File: src/rtl/bomb_pkg.sv
// Shared tile codes, slot state encoding and tile-index helpers for the bomb controller.
package bomb_pkg;

  localparam int MAP_COLS_DEF = 20;
  localparam int MAP_ROWS_DEF = 15;

  localparam logic [9:0] NO_TILE     = 10'h3FF;
  localparam logic [3:0] TILE_EMPTY  = 4'd0;
  localparam logic [3:0] TILE_WALL   = 4'd1;
  localparam logic [3:0] TILE_BRICK  = 4'd2;
  localparam logic [3:0] TILE_PORTAL = 4'd3;
  localparam logic [3:0] TILE_LIVES  = 4'd4;

  typedef enum logic [1:0] {S_IDLE, S_ARMED, S_SCAN, S_BLAST} slot_state_e;

  // Sprite top-left pixel to the tile column/row holding the sprite centre.
  function automatic logic [9:0] tile_col(input logic [9:0] x);
    logic [9:0] cx;
    cx = x + 10'd10;
    return cx >> 5;
  endfunction

  function automatic logic [9:0] tile_row(input logic [9:0] y);
    logic [9:0] cy;
    cy = y + 10'd13;
    return cy >> 5;
  endfunction

  function automatic logic [9:0] tile_index(input logic [9:0] row, input logic [9:0] col,
                                            input int cols);
    return 10'(row * 10'(cols) + col);
  endfunction

endpackage

File: src/rtl/bomb_slot.sv
// One bomb slot: arm on a fresh drop, burn the fuse, scan the four neighbours,
// hold the blast and clear any bricks it reached.
module bomb_slot
  import bomb_pkg::*;
#(
  parameter int FUSE_FRAMES  = 120,
  parameter int BLAST_FRAMES = 30,
  parameter int MAP_COLS     = MAP_COLS_DEF,
  parameter int MAP_ROWS     = MAP_ROWS_DEF
) (
  input  logic            Clk,
  input  logic            Reset_n,
  input  logic            frame_tick,
  input  logic            drop_edge,
  input  logic [9:0]      drop_row,
  input  logic [9:0]      drop_col,
  input  logic [9:0]      other_center,
  input  logic            other_armed,
  input  logic            force_scan,
  output logic            rd_req,
  output logic [9:0]      rd_tile,
  input  logic            rd_gnt,
  input  logic [3:0]      rd_data,
  output logic            wr_req,
  output logic [9:0]      wr_tile,
  input  logic            wr_gnt,
  output slot_state_e     state,
  output logic [9:0]      center,
  output logic [4:0][9:0] die
);

  slot_state_e      state_nxt;
  logic [9:0]       center_nxt, row, row_nxt, col, col_nxt, drop_tile, nb_tile;
  logic [15:0]      frame_cnt, cnt_nxt;
  logic [2:0]       req_idx, req_idx_nxt, pend_idx, pend_idx_nxt, sel;
  logic             pend_valid, pend_valid_nxt, nb_off, enter_scan;
  logic [4:0][9:0]  scan_tiles, tiles_nxt, die_nxt;
  logic [4:0]       brick_mask, mask_nxt;

  assign drop_tile = tile_index(drop_row, drop_col, MAP_COLS);

  // Neighbour currently being requested; edge neighbours are skipped without a read.
  always_comb begin
    nb_tile = center;
    nb_off  = 1'b0;
    case (req_idx)
      3'd1: begin nb_tile = center - 10'(MAP_COLS); nb_off = (row == 10'd0); end
      3'd2: begin nb_tile = center + 10'(MAP_COLS); nb_off = (row == 10'(MAP_ROWS - 1)); end
      3'd3: begin nb_tile = center - 10'd1;         nb_off = (col == 10'd0); end
      3'd4: begin nb_tile = center + 10'd1;         nb_off = (col == 10'(MAP_COLS - 1)); end
      default: ;
    endcase
  end

  always_comb begin
    state_nxt      = state;
    center_nxt     = center;
    row_nxt        = row;
    col_nxt        = col;
    cnt_nxt        = frame_cnt;
    req_idx_nxt    = req_idx;
    pend_valid_nxt = 1'b0;
    pend_idx_nxt   = pend_idx;
    tiles_nxt      = scan_tiles;
    mask_nxt       = brick_mask;
    die_nxt        = die;
    enter_scan     = 1'b0;
    sel            = 3'd1;
    rd_req         = 1'b0;
    rd_tile        = nb_tile;
    wr_req         = 1'b0;
    wr_tile        = 10'd0;

    // Data for the read issued last cycle: walls stop the blast, bricks get cleared.
    if (pend_valid) begin
      if (rd_data == TILE_WALL) tiles_nxt[pend_idx] = NO_TILE;
      else if (rd_data == TILE_BRICK) mask_nxt[pend_idx] = 1'b1;
    end

    case (state)
      S_IDLE: begin
        if (frame_tick && drop_edge && !(other_armed && other_center == drop_tile)) begin
          state_nxt  = S_ARMED;
          center_nxt = drop_tile;
          row_nxt    = drop_row;
          col_nxt    = drop_col;
          cnt_nxt    = 16'(FUSE_FRAMES - 1);
        end
      end
      S_ARMED: begin
        if (force_scan || (frame_tick && frame_cnt == 16'd0)) enter_scan = 1'b1;
        else if (frame_tick) cnt_nxt = frame_cnt - 16'd1;
      end
      S_SCAN: begin
        if (req_idx <= 3'd4) begin
          if (nb_off) begin
            tiles_nxt[req_idx] = NO_TILE;
            req_idx_nxt        = req_idx + 3'd1;
          end else begin
            rd_req = 1'b1;
            if (rd_gnt) begin
              tiles_nxt[req_idx] = nb_tile;
              pend_valid_nxt     = 1'b1;
              pend_idx_nxt       = req_idx;
              req_idx_nxt        = req_idx + 3'd1;
            end
          end
        end else begin
          state_nxt = S_BLAST;
          die_nxt   = tiles_nxt;
          cnt_nxt   = 16'(BLAST_FRAMES);
        end
      end
      S_BLAST: begin
        if (frame_tick && frame_cnt != 16'd0) cnt_nxt = frame_cnt - 16'd1;
        // Bricks drain lowest index first; the slot only retires once all are written.
        if (|brick_mask) begin
          for (int k = 4; k >= 1; k--) if (brick_mask[k]) sel = 3'(k);
          wr_req  = 1'b1;
          wr_tile = scan_tiles[sel];
          if (wr_gnt) mask_nxt[sel] = 1'b0;
        end else if (frame_cnt == 16'd0) begin
          state_nxt = S_IDLE;
          die_nxt   = {5{NO_TILE}};
        end
      end
      default: state_nxt = S_IDLE;
    endcase

    if (enter_scan) begin
      state_nxt    = S_SCAN;
      req_idx_nxt  = 3'd1;
      tiles_nxt    = {5{NO_TILE}};
      tiles_nxt[0] = center;
      mask_nxt     = 5'd0;
    end
  end

  always_ff @(posedge Clk or negedge Reset_n) begin
    if (!Reset_n) begin
      state      <= S_IDLE;
      center     <= NO_TILE;
      row        <= 10'd0;
      col        <= 10'd0;
      frame_cnt  <= 16'd0;
      req_idx    <= 3'd0;
      pend_valid <= 1'b0;
      pend_idx   <= 3'd0;
      scan_tiles <= {5{NO_TILE}};
      brick_mask <= 5'd0;
      die        <= {5{NO_TILE}};
    end else begin
      state      <= state_nxt;
      center     <= center_nxt;
      row        <= row_nxt;
      col        <= col_nxt;
      frame_cnt  <= cnt_nxt;
      req_idx    <= req_idx_nxt;
      pend_valid <= pend_valid_nxt;
      pend_idx   <= pend_idx_nxt;
      scan_tiles <= tiles_nxt;
      brick_mask <= mask_nxt;
      die        <= die_nxt;
    end
  end

endmodule

File: src/rtl/bomb_blast_ctrl.sv
// Two-player bomb controller: frame_clk synchronizer, two bomb slots, shared map read/write ports.
// Define CHAIN_BLAST_EN to let a blast immediately detonate the other player's armed bomb.
module bomb_blast_ctrl
  import bomb_pkg::*;
#(
  parameter int FUSE_FRAMES  = 120,
  parameter int BLAST_FRAMES = 30,
  parameter int MAP_COLS     = MAP_COLS_DEF,
  parameter int MAP_ROWS     = MAP_ROWS_DEF
) (
  input  logic            Clk,
  input  logic            Reset_n,
  input  logic            frame_clk,
  input  logic [1:0]      drop,
  input  logic [9:0]      user1X,
  input  logic [9:0]      user1Y,
  input  logic [9:0]      user2X,
  input  logic [9:0]      user2Y,
  output logic [9:0]      rd_addr,
  input  logic [3:0]      rd_data,
  output logic [9:0]      ram_addr,
  output logic [3:0]      ram_data,
  output logic            ram_en,
  output logic [9:0][9:0] die_addr,
  output logic [1:0][9:0] bomb_addr,
  output logic [1:0]      bomb_active,
  output logic [1:0]      blast_active
);

  logic [2:0]            frame_sync;
  logic                  frame_tick;
  logic [1:0]            drop_prev, rd_req, rd_gnt, wr_req, wr_gnt, force_scan;
  logic [1:0][9:0]       drop_row, drop_col, rd_tile, wr_tile, slot_center;
  logic [1:0][4:0][9:0]  slot_die;
  slot_state_e           slot_state [2];

  // frame_clk is asynchronous; two flops resynchronize, the third finds the rising edge.
  always_ff @(posedge Clk or negedge Reset_n) begin
    if (!Reset_n) begin
      frame_sync <= 3'd0;
      drop_prev  <= 2'd0;
    end else begin
      frame_sync <= {frame_sync[1:0], frame_clk};
      if (frame_tick) drop_prev <= drop;
    end
  end

  assign frame_tick  = frame_sync[1] & ~frame_sync[2];
  assign drop_row[0] = tile_row(user1Y);
  assign drop_col[0] = tile_col(user1X);
  assign drop_row[1] = tile_row(user2Y);
  assign drop_col[1] = tile_col(user2X);

  for (genvar g = 0; g < 2; g++) begin : g_slot
    bomb_slot #(
      .FUSE_FRAMES (FUSE_FRAMES),
      .BLAST_FRAMES(BLAST_FRAMES),
      .MAP_COLS    (MAP_COLS),
      .MAP_ROWS    (MAP_ROWS)
    ) u_slot (
      .Clk         (Clk),
      .Reset_n     (Reset_n),
      .frame_tick  (frame_tick),
      .drop_edge   (drop[g] & ~drop_prev[g]),
      .drop_row    (drop_row[g]),
      .drop_col    (drop_col[g]),
      .other_center(slot_center[1-g]),
      .other_armed (bomb_active[1-g]),
      .force_scan  (force_scan[g]),
      .rd_req      (rd_req[g]),
      .rd_tile     (rd_tile[g]),
      .rd_gnt      (rd_gnt[g]),
      .rd_data     (rd_data),
      .wr_req      (wr_req[g]),
      .wr_tile     (wr_tile[g]),
      .wr_gnt      (wr_gnt[g]),
      .state       (slot_state[g]),
      .center      (slot_center[g]),
      .die         (slot_die[g])
    );

    assign bomb_active[g]  = (slot_state[g] == S_ARMED);
    assign blast_active[g] = (slot_state[g] == S_BLAST);
    assign bomb_addr[g]    = bomb_active[g] ? slot_center[g] : NO_TILE;
  end

  assign die_addr = slot_die;

`ifdef CHAIN_BLAST_EN
  // A published blast covering the other armed bomb sends that bomb straight to SCAN.
  always_comb begin
    force_scan = 2'b00;
    for (int i = 0; i < 2; i++)
      for (int k = 0; k < 5; k++)
        if (slot_state[i] == S_BLAST && slot_state[1-i] == S_ARMED &&
            slot_die[i][k] == slot_center[1-i])
          force_scan[1-i] = 1'b1;
  end
`else
  assign force_scan = 2'b00;
`endif

  // Fixed priority on both map ports: slot 0 wins, slot 1 simply retries.
  always_comb begin
    rd_gnt   = 2'b00;
    wr_gnt   = 2'b00;
    rd_addr  = 10'd0;
    ram_addr = 10'd0;
    if (rd_req[0]) begin
      rd_gnt[0] = 1'b1;
      rd_addr   = rd_tile[0];
    end else if (rd_req[1]) begin
      rd_gnt[1] = 1'b1;
      rd_addr   = rd_tile[1];
    end
    if (wr_req[0]) begin
      wr_gnt[0] = 1'b1;
      ram_addr  = wr_tile[0];
    end else if (wr_req[1]) begin
      wr_gnt[1] = 1'b1;
      ram_addr  = wr_tile[1];
    end
  end

  assign ram_en   = |wr_gnt;
  assign ram_data = TILE_EMPTY;

endmodule

File: config.mk
export PLATFORM = sky130hd
export DESIGN_NAME = bomb_blast_ctrl
export DESIGN_NICKNAME = d
export VERILOG_FILES = /design/src/rtl/bomb_pkg.sv /design/src/rtl/bomb_slot.sv /design/src/rtl/bomb_blast_ctrl.sv
export SDC_FILE = /design/constraint.sdc
export NUM_CORES = 1
export LEC_CHECK = 0
export BUFFER_PORTS_ARGS = -buffer_cell sky130_fd_sc_hd__buf_2
export CAP_MARGIN = 20
export CORE_ASPECT_RATIO = 1.25
export CORE_UTILIZATION = 29
export CTS_CLUSTER_DIAMETER = 80
export DETAILED_ROUTE_END_ITERATION = 6
export HOLD_SLACK_MARGIN = 0.15
export PLACE_DENSITY = 0.48
export SETUP_SLACK_MARGIN = 0.1
export SYNTH_ARGS = -nofsm -noshare
export SYNTH_HDL_FRONTEND = slang
export SYNTH_SLANG_ARGS = --single-unit
File: constraint.sdc
create_clock -name Clk -period 4.56 [get_ports Clk]
set_input_delay 0.456 -clock Clk [delete_from_list [all_inputs] [get_ports Clk]]
set_output_delay 0.456 -clock Clk [all_outputs]
set_load 0.005 [all_outputs]
==> results of run 1 <==
[area by class of cell]
type	count	area share
multi-input cells	1530	0.437
flip-flops and latches	305	0.367
clock inverters	6	0.00168
diodes	1	0.000116
clock buffers	54	0.0505
repair buffers	300	0.0858
well taps	824	0.0478
inverters	59	0.0105
[metrics by stage]
step / area (µm²) / setup WS [ps] / power [mW] / TNS, ps
after floorplan: 17900 / 102 / 7.12 / 0
after global placement: 20300 / -202 / 9.20 / -3350
after detailed placement: 20300 / -305 / 9.29 / -8070
after CTS: 21400 / 103 / 12.2 / 0
after global routing: 21600 / 71.6 / 13.0 / 0
final: 21600 / 237 / 12.2 / 0
[worst max-delay path: cells and delay by family (launching register included)]
kind            cells  cell delay (ps)
compound gates      7             1620
buf+inv             1              150
flops               1              480
simple gates        4              510
fa+ha+maj           1              290
mux                 1              270
[synth_stat cells (21+ instances only)]
library cell / count
nor2_1: 297
or3_1: 32
a31oi_1: 21
dfrtp_1: 85
ha_1: 50
nand2b_1: 29
xnor2_1: 48
nor2b_1: 21
o22ai_1: 75
inv_1: 54
clkbuf_1: 86
o21ai_0: 109
a21oi_1: 166
nand2_1: 205
nand3_1: 35
xor2_1: 32
nor3_1: 51
dfstp_2: 220
o22a_1: 28
[worst max path at each step]
| stage | from | endpoint | slack [ps] | depth (start not counted) |
|---|---|---|---|---|
| floorplan | user2Y[1] | g_slot[1].u_slot.frame_cnt[15]$_DFFE_PN0P_ | 100 | 17 |
| global placement | user1Y[1] | g_slot[0].u_slot.frame_cnt[10]$_DFFE_PN0P_ | -200 | 21 |
| detailed placement | user1Y[1] | g_slot[0].u_slot.frame_cnt[10]$_DFFE_PN0P_ | -300 | 21 |
| CTS | g_slot[1].u_slot.req_idx[0]$_DFFE_PN0P_ | rd_addr[8] | 100 | 15 |
| global route | user2Y[1] | g_slot[1].u_slot.frame_cnt[15]$_DFFE_PN0P_ | 70 | 17 |
| finish | g_slot[0].u_slot.req_idx[0]$_DFFE_PN0P_ | rd_addr[9] | 240 | 14 |
[state kept, by name (all words and copies together), names as in the netlist, 10 cells and up]
| name | cells |
|---|---|
| g_slot.u_slot.scan_tiles | 100 |
| g_slot.u_slot.die | 100 |
| g_slot.u_slot.brick_mask | 10 |
| g_slot.u_slot.center | 20 |
| g_slot.u_slot.col | 10 |
| g_slot.u_slot.row | 10 |
| g_slot.u_slot.frame_cnt | 32 |
[layer usage]
metal	global-route usage	up-vias	wire length [µm]
met2	0.318	440	29200
met3	0.0198	99	2750
met4	0.0625	4	1750
met5	0	-	27
met1	0.263	7850	27600
li1	-	7609	-
[timing repair]
action,CTS,global route
pin swaps,2,8
hold buffers,2,0
cloned,0,1
gates resized for setup,13,25
buffers inserted,1,4
endpoints found under the hold margin,36,0
setup endpoints to repair,2,48
[logic make-up after synthesis]
logic type / count (synthesis)
fa+ha+maj: 58
other cells: 1
buf+inv: 171
simple gates: 771
flops: 305
xor+xnor: 87
compound gates: 574
mux: 35
[power by group]
part	switching [mW]	leakage [nW]	total (mW)	internal (mW)
registers	0.710	3.39	4.29	3.58
clock network	1.16	0.561	2.80	1.64
logic	3.01	5.09	5.15	2.14
total	4.88	9.04	12.2	7.36
==> reports/results.ini, run 1 <==
[run_status]
outcome = finished, final reports clean

[die]
die_w_um = 224
die_h_um = 279
die_area_um2 = 62600
start_util = 0.294
row_count = 101
io_pins = 198
core_um2 = 60800

[pwr]
p_per_area_nw_per_um2 = 567
leakage_nw = 9.04
ir_worst_vdd_uv = 289

[drt]
ant_nets = 0
wl_mm = 61.3
avgRoutedWirePerCell_um = 19.9
drt-initial-drc-count = 1149
drt_pass1_iterations = 5
num_vias = 16000
drcViolationCount = 0
viasPerCell = 5.20

[worst_hold_path]
hold_path.class = in -> reg
holdPathStages = 2
min_from = drop[0]
hold_path_end = drop_prev[0]$_DFFE_PN0P_

[final_layout]
utilization = 0.355
drive_above_1_share = 0.290
stdcell_count = 3079
final_common_cell = nor2_1
layout_common_cells = nor2_1 (295), dfstp_2 (220), nand2_1 (201)
nFillCells = 6335
regArea_um2 = 7910
layout.nets = 2336
syn2layout_area_growth_pct = 20.9
multi_input_comb_area_um2 = 9440

[timing]
final_hold_viol_count = 0
fin_crit_sh = 0.948
finalClockSkew_ps = 17.2
fmax_ghz = 0.231
holdWs_ps = 177
fin_crit_ps = 4320
maxSlewViolCount = 0
finalSetupViolCount = 0
relSlewSlack = 0.376
tightest_slew_ps = 932
rsz0062_at_grt = yes

[synth]
yosysTopAreaCell = dfstp_2
synth_top_flop_cell = dfstp_2
synthMuxAreaShare = 0.0207
synth-async-reset-ratio = 1.00
avgSynthCellArea_um2 = 8.92
synth_cell_types = 90
yosys_warnings = 0
synth-compound-area-share = 0.208
ys_seq_area_frac = 0.443
syn_area_um2 = 17900
netlist_top_cells_area = dfstp_2 (32%), dfrtp_1 (12%), nor2_1 (6.2%), a21oi_1 (4.7%), nand2_1 (4.3%)
synth_fa_ha_area_frac = 0.0434
synth-seq-cells = 305
synth_simple_gate_area_frac = 0.198
netlist_instances = 2002
synth_xor_area_frac = 0.0478
yosysTopAreaCellShare = 0.324
synth_top_family_by_area = compound AO/OA/AOI/OAI gates
synth_edf_count = 0

[critical_path]
path_max_fanout = 9
cp_slowest_cell = dfrtp_2
critPathCaptureType = output pin
reg2reg_depth = 15
path_class = reg -> out
crit_required_ps = 4100
worstPathCellList = nor2_2 > nand2_2 > ha_1 > a21o_1 > a21oi_1 > o21ai_0 > a2111oi_1 > nor3_1 > a31oi_2 > mux2i_1 > nor2_1 > o21ai_1 > a22o_1 > buf_2
cp.arrival_ps = 3870
cpPeakStageDelay_ps = 480
r2r_slack_ps = 720
rr_startpoint = g_slot[0].u_slot.req_idx[0]$_DFFE_PN0P_
start_kind = register
r2r_end = g_slot[1].u_slot.scan_tiles[8]$_DFF_PN1_

[clock_tree]
cts_inserted_buffers = 34
clock_sinks = 305
clock_path_buffers = 3
cts_tree = yes
cts-root-buf = clkbuf_16
path_clk_slew_ps = 60
clkLatencyLatePin_ps = 540
htree_levels = 2

[placed_design]
place_inst = 3009
portBuffers = 191
gp_congestion = 0.889
dp_hpwl_mm = 45.5

[global_routing]
overflow = 0
antenna_found_initial = 2
grt_first_pass_wirelength_mm = 94.2
grt_max_degree = 102
grtUsageTotal = 0.193
grt_pass1_vias = 15700

[job]
maxCapViolCount = 0

Note: power is estimated with default switching activity, not from simulation.
==> inputs of run 2 (changes only) <==
==> constraint.sdc (replaced) <==
create_clock -name Clk -period 4.56 [get_ports Clk]
set_input_delay 0.228 -clock Clk [delete_from_list [all_inputs] [get_ports Clk]]
set_output_delay 0.228 -clock Clk [all_outputs]
set_load 0.005 [all_outputs]
==> run 2 against run 1 <==
Effect of this change: setup slack better by 15 ps; clock-buffer cell count fell by 4; core utilization fell by 0.57 points; critical endpoint unchanged.
==> reports/results.ini, run 2 (synthesis results as in run 1) <==
[final_layout]
drive_above_1_share = 0.272  ; -0.0184
top_regs = g_slot.u_slot.die: 100 flops, g_slot.u_slot.scan_tiles: 100 flops, g_slot.u_slot.frame_cnt: 32 flops
multi_input_comb_area_um2 = 9370  ; -0.77%
final_common_cell = nor2_1
nFillCells = 6330  ; -0.079%
layout.nets = 2299  ; -1.6%
layout_common_cells = nor2_1 (296), dfstp_2 (220), nand2_1 (202)
regArea_um2 = 7910  ; about the same
syn2layout_area_growth_pct = 18.9
design_area_um2 = 21200  ; -1.6%
diodes = 0  ; -1

[clock_tree]
cts_tree = yes
clkLatencyLatePin_ps = 550  ; about the same
htree_levels = 2  ; unchanged
clock_path_buffers = 3  ; unchanged
clock_sinks = 305  ; unchanged
cts_inserted_buffers = 34  ; unchanged
cts-root-buf = clkbuf_16
path_clk_slew_ps = 60  ; about the same

[critical_path]
rr_startpoint = g_slot[0].u_slot.req_idx[2]$_DFFE_PN0P_
cp.arrival_ps = 4080  ; +210 ps
r2r_slack_ps = 630  ; -90 ps
cp_slowest_cell = a2111o_1
crit_buf_inv = 2  ; +1
path_class = reg -> out
start_kind = register
path_max_fanout = 11  ; +2
reg2reg_depth = 14  ; -1
cpPeakStageDelay_ps = 490  ; about the same
critPathCaptureType = output pin
crit_required_ps = 4330  ; +230 ps
r2r_end = g_slot[1].u_slot.scan_tiles[8]$_DFF_PN1_
worstPathCellList = nor2_2 > nand2_4 > ha_1 > a21o_1 > a21oi_1 > o21ai_0 > a2111o_1 > a41oi_2 > xor2_1 > a21oi_1 > o2111ai_1 > buf_4 > a22o_1 > buf_2
crit_family = compound AO/OA/AOI/OAI gates
critPathMostFrequentCell = a21oi_1

[die]
die_w_um = 224  ; unchanged
io_pins = 198  ; unchanged
start_util = 0.294  ; unchanged
die_area_um2 = 62600  ; unchanged
die_h_um = 279  ; unchanged
row_count = 101  ; unchanged
core_um2 = 60800  ; unchanged

[pwr]
swShare = 0.404  ; +0.00532
p_per_area_nw_per_um2 = 573  ; +1.1%
intPower_mw = 7.26  ; -1.4%
leakage_nw = 8.86  ; -2.0%
finalPower_mw = 12.2  ; -0.53%
power_frac_seq = 0.353  ; +0.002
p_comb_frac = 0.421  ; about the same
clkPwrFrac = 0.226  ; -0.003
power_switching_mw = 4.92  ; +0.80%
ir_worst_vdd_uv = 257  ; -11%

[global_routing]
antenna_found_initial = 0  ; -2
grtUsageTotal = 0.193  ; about the same
grt_first_pass_wirelength_mm = 94.3  ; +0.15%
grt_pass1_vias = 15600  ; -0.33%
grt_max_degree = 116  ; +14%
overflow = 0  ; unchanged

[timing]
finalSetupViolCount = 0  ; unchanged
finalClockSkew_ps = 31.8  ; +14.6 ps
rsz0062_at_grt = yes
fin_crit_ps = 4310  ; -14.7 ps
timing.final.ws_setup_ps = 252  ; +14.7 ps
maxSlewViolCount = 0  ; unchanged
relSlewSlack = 0.331  ; -0.0450
fin_crit_sh = 0.945  ; -0.00322
fmax_ghz = 0.232  ; +0.34%
final_hold_viol_count = 0  ; unchanged
tightest_slew_ps = 993  ; +60.5 ps

[worst_hold_path]
hold_path.class = in -> reg
min_from = user2X[9]
hold_path_end = g_slot[1].u_slot.col[4]$_DFFE_PN0P_
holdPathStages = 3  ; +1

[placed_design]
dp_hpwl_mm = 45.8  ; +0.53%
place_area_um2 = 20000  ; -1.4%
portBuffers = 191  ; unchanged
place_ws_ps = -128  ; +176 ps
gp_congestion = 0.914  ; +2.8%

[drt]
drcViolationCount = 0  ; unchanged
ant_nets = 0  ; unchanged
drt_pass1_iterations = 5  ; unchanged
wl_mm = 61.3  ; about the same
avgRoutedWirePerCell_um = 20.1  ; +1.2%
viasPerCell = 5.23  ; +0.66%
num_vias = 15900  ; -0.51%
drt-initial-drc-count = 1129  ; -1.7%

[run_status]
outcome = finished, final reports clean

[job]
maxCapViolCount = 0  ; unchanged

run 2: metal layers:
layer,share of wire,track usage
met4,0.030,0.0634
met5,0,0
met2,0.47,0.316
met3,0.044,0.0187
met1,0.46,0.265
run 2: cell type report:
class / instances / area share
clock buffers: 50 / 0.0487
clock inverters: 12 / 0.00412
inverters: 59 / 0.0106
multi-input cells: 1529 / 0.441
flip-flops and latches: 305 / 0.372
well taps: 824 / 0.0485
repair buffers: 264 / 0.0748
run 2: power groups by stage:
stage          registers (mW)  logic (mW)  clock network (mW)
2_1_floorplan            3.99        3.13                   0
3_3_place_gp             4.33        4.85                   0
3_5_place_dp             4.34        4.94                   0
4_1_cts                  4.30        4.99                2.84
5_1_grt                  4.40        5.58                2.92
6_report                 4.30        5.12                2.75
run 2: how the worst max path moves through the flow:
stage / startpoint / endpoint / slack (ps) / cells after the start
floorplan: user2Y[1] / g_slot[1].u_slot.frame_cnt[15]$_DFFE_PN0P_ / 220 / 17
global placement: user1Y[1] / g_slot[0].u_slot.frame_cnt[10]$_DFFE_PN0P_ / 20 / 21
detailed placement: user1Y[1] / g_slot[0].u_slot.row[3]$_DFFE_PN0P_ / -130 / 19
CTS: g_slot[1].u_slot.req_idx[0]$_DFFE_PN0P_ / rd_addr[8] / 100 / 14
global route: g_slot[0].u_slot.req_idx[2]$_DFFE_PN0P_ / rd_addr[9] / 2 / 14
finish: g_slot[1].u_slot.req_idx[0]$_DFFE_PN0P_ / rd_addr[9] / 250 / 14
run 2: metrics by stage:
stage	utilization	TNS, ps	std cells	hold slack, ps
finish	0.349	0	3043	169
global route	0.349	0	3043	191
CTS	0.348	0	3040	165
detailed placement	0.329	-1590	2973	346
global placement	0.329	0	2973	332
floorplan	-	0	2005	-67.6
run 2: tightest hold or removal path, stage by stage:
cell,delay [ps]
buf_2,80
xnor2_1,180
mux2_2,170
run 2: timing repair:
item / CTS / global route
pin swaps: 0 / 2
cloned: 0 / 0
resized for setup: 4 / 18
buffers inserted: 0 / 2
endpoints found under the hold margin: 40 / 0
setup endpoints to repair: 2 / 12
hold buffers: 5 / 0
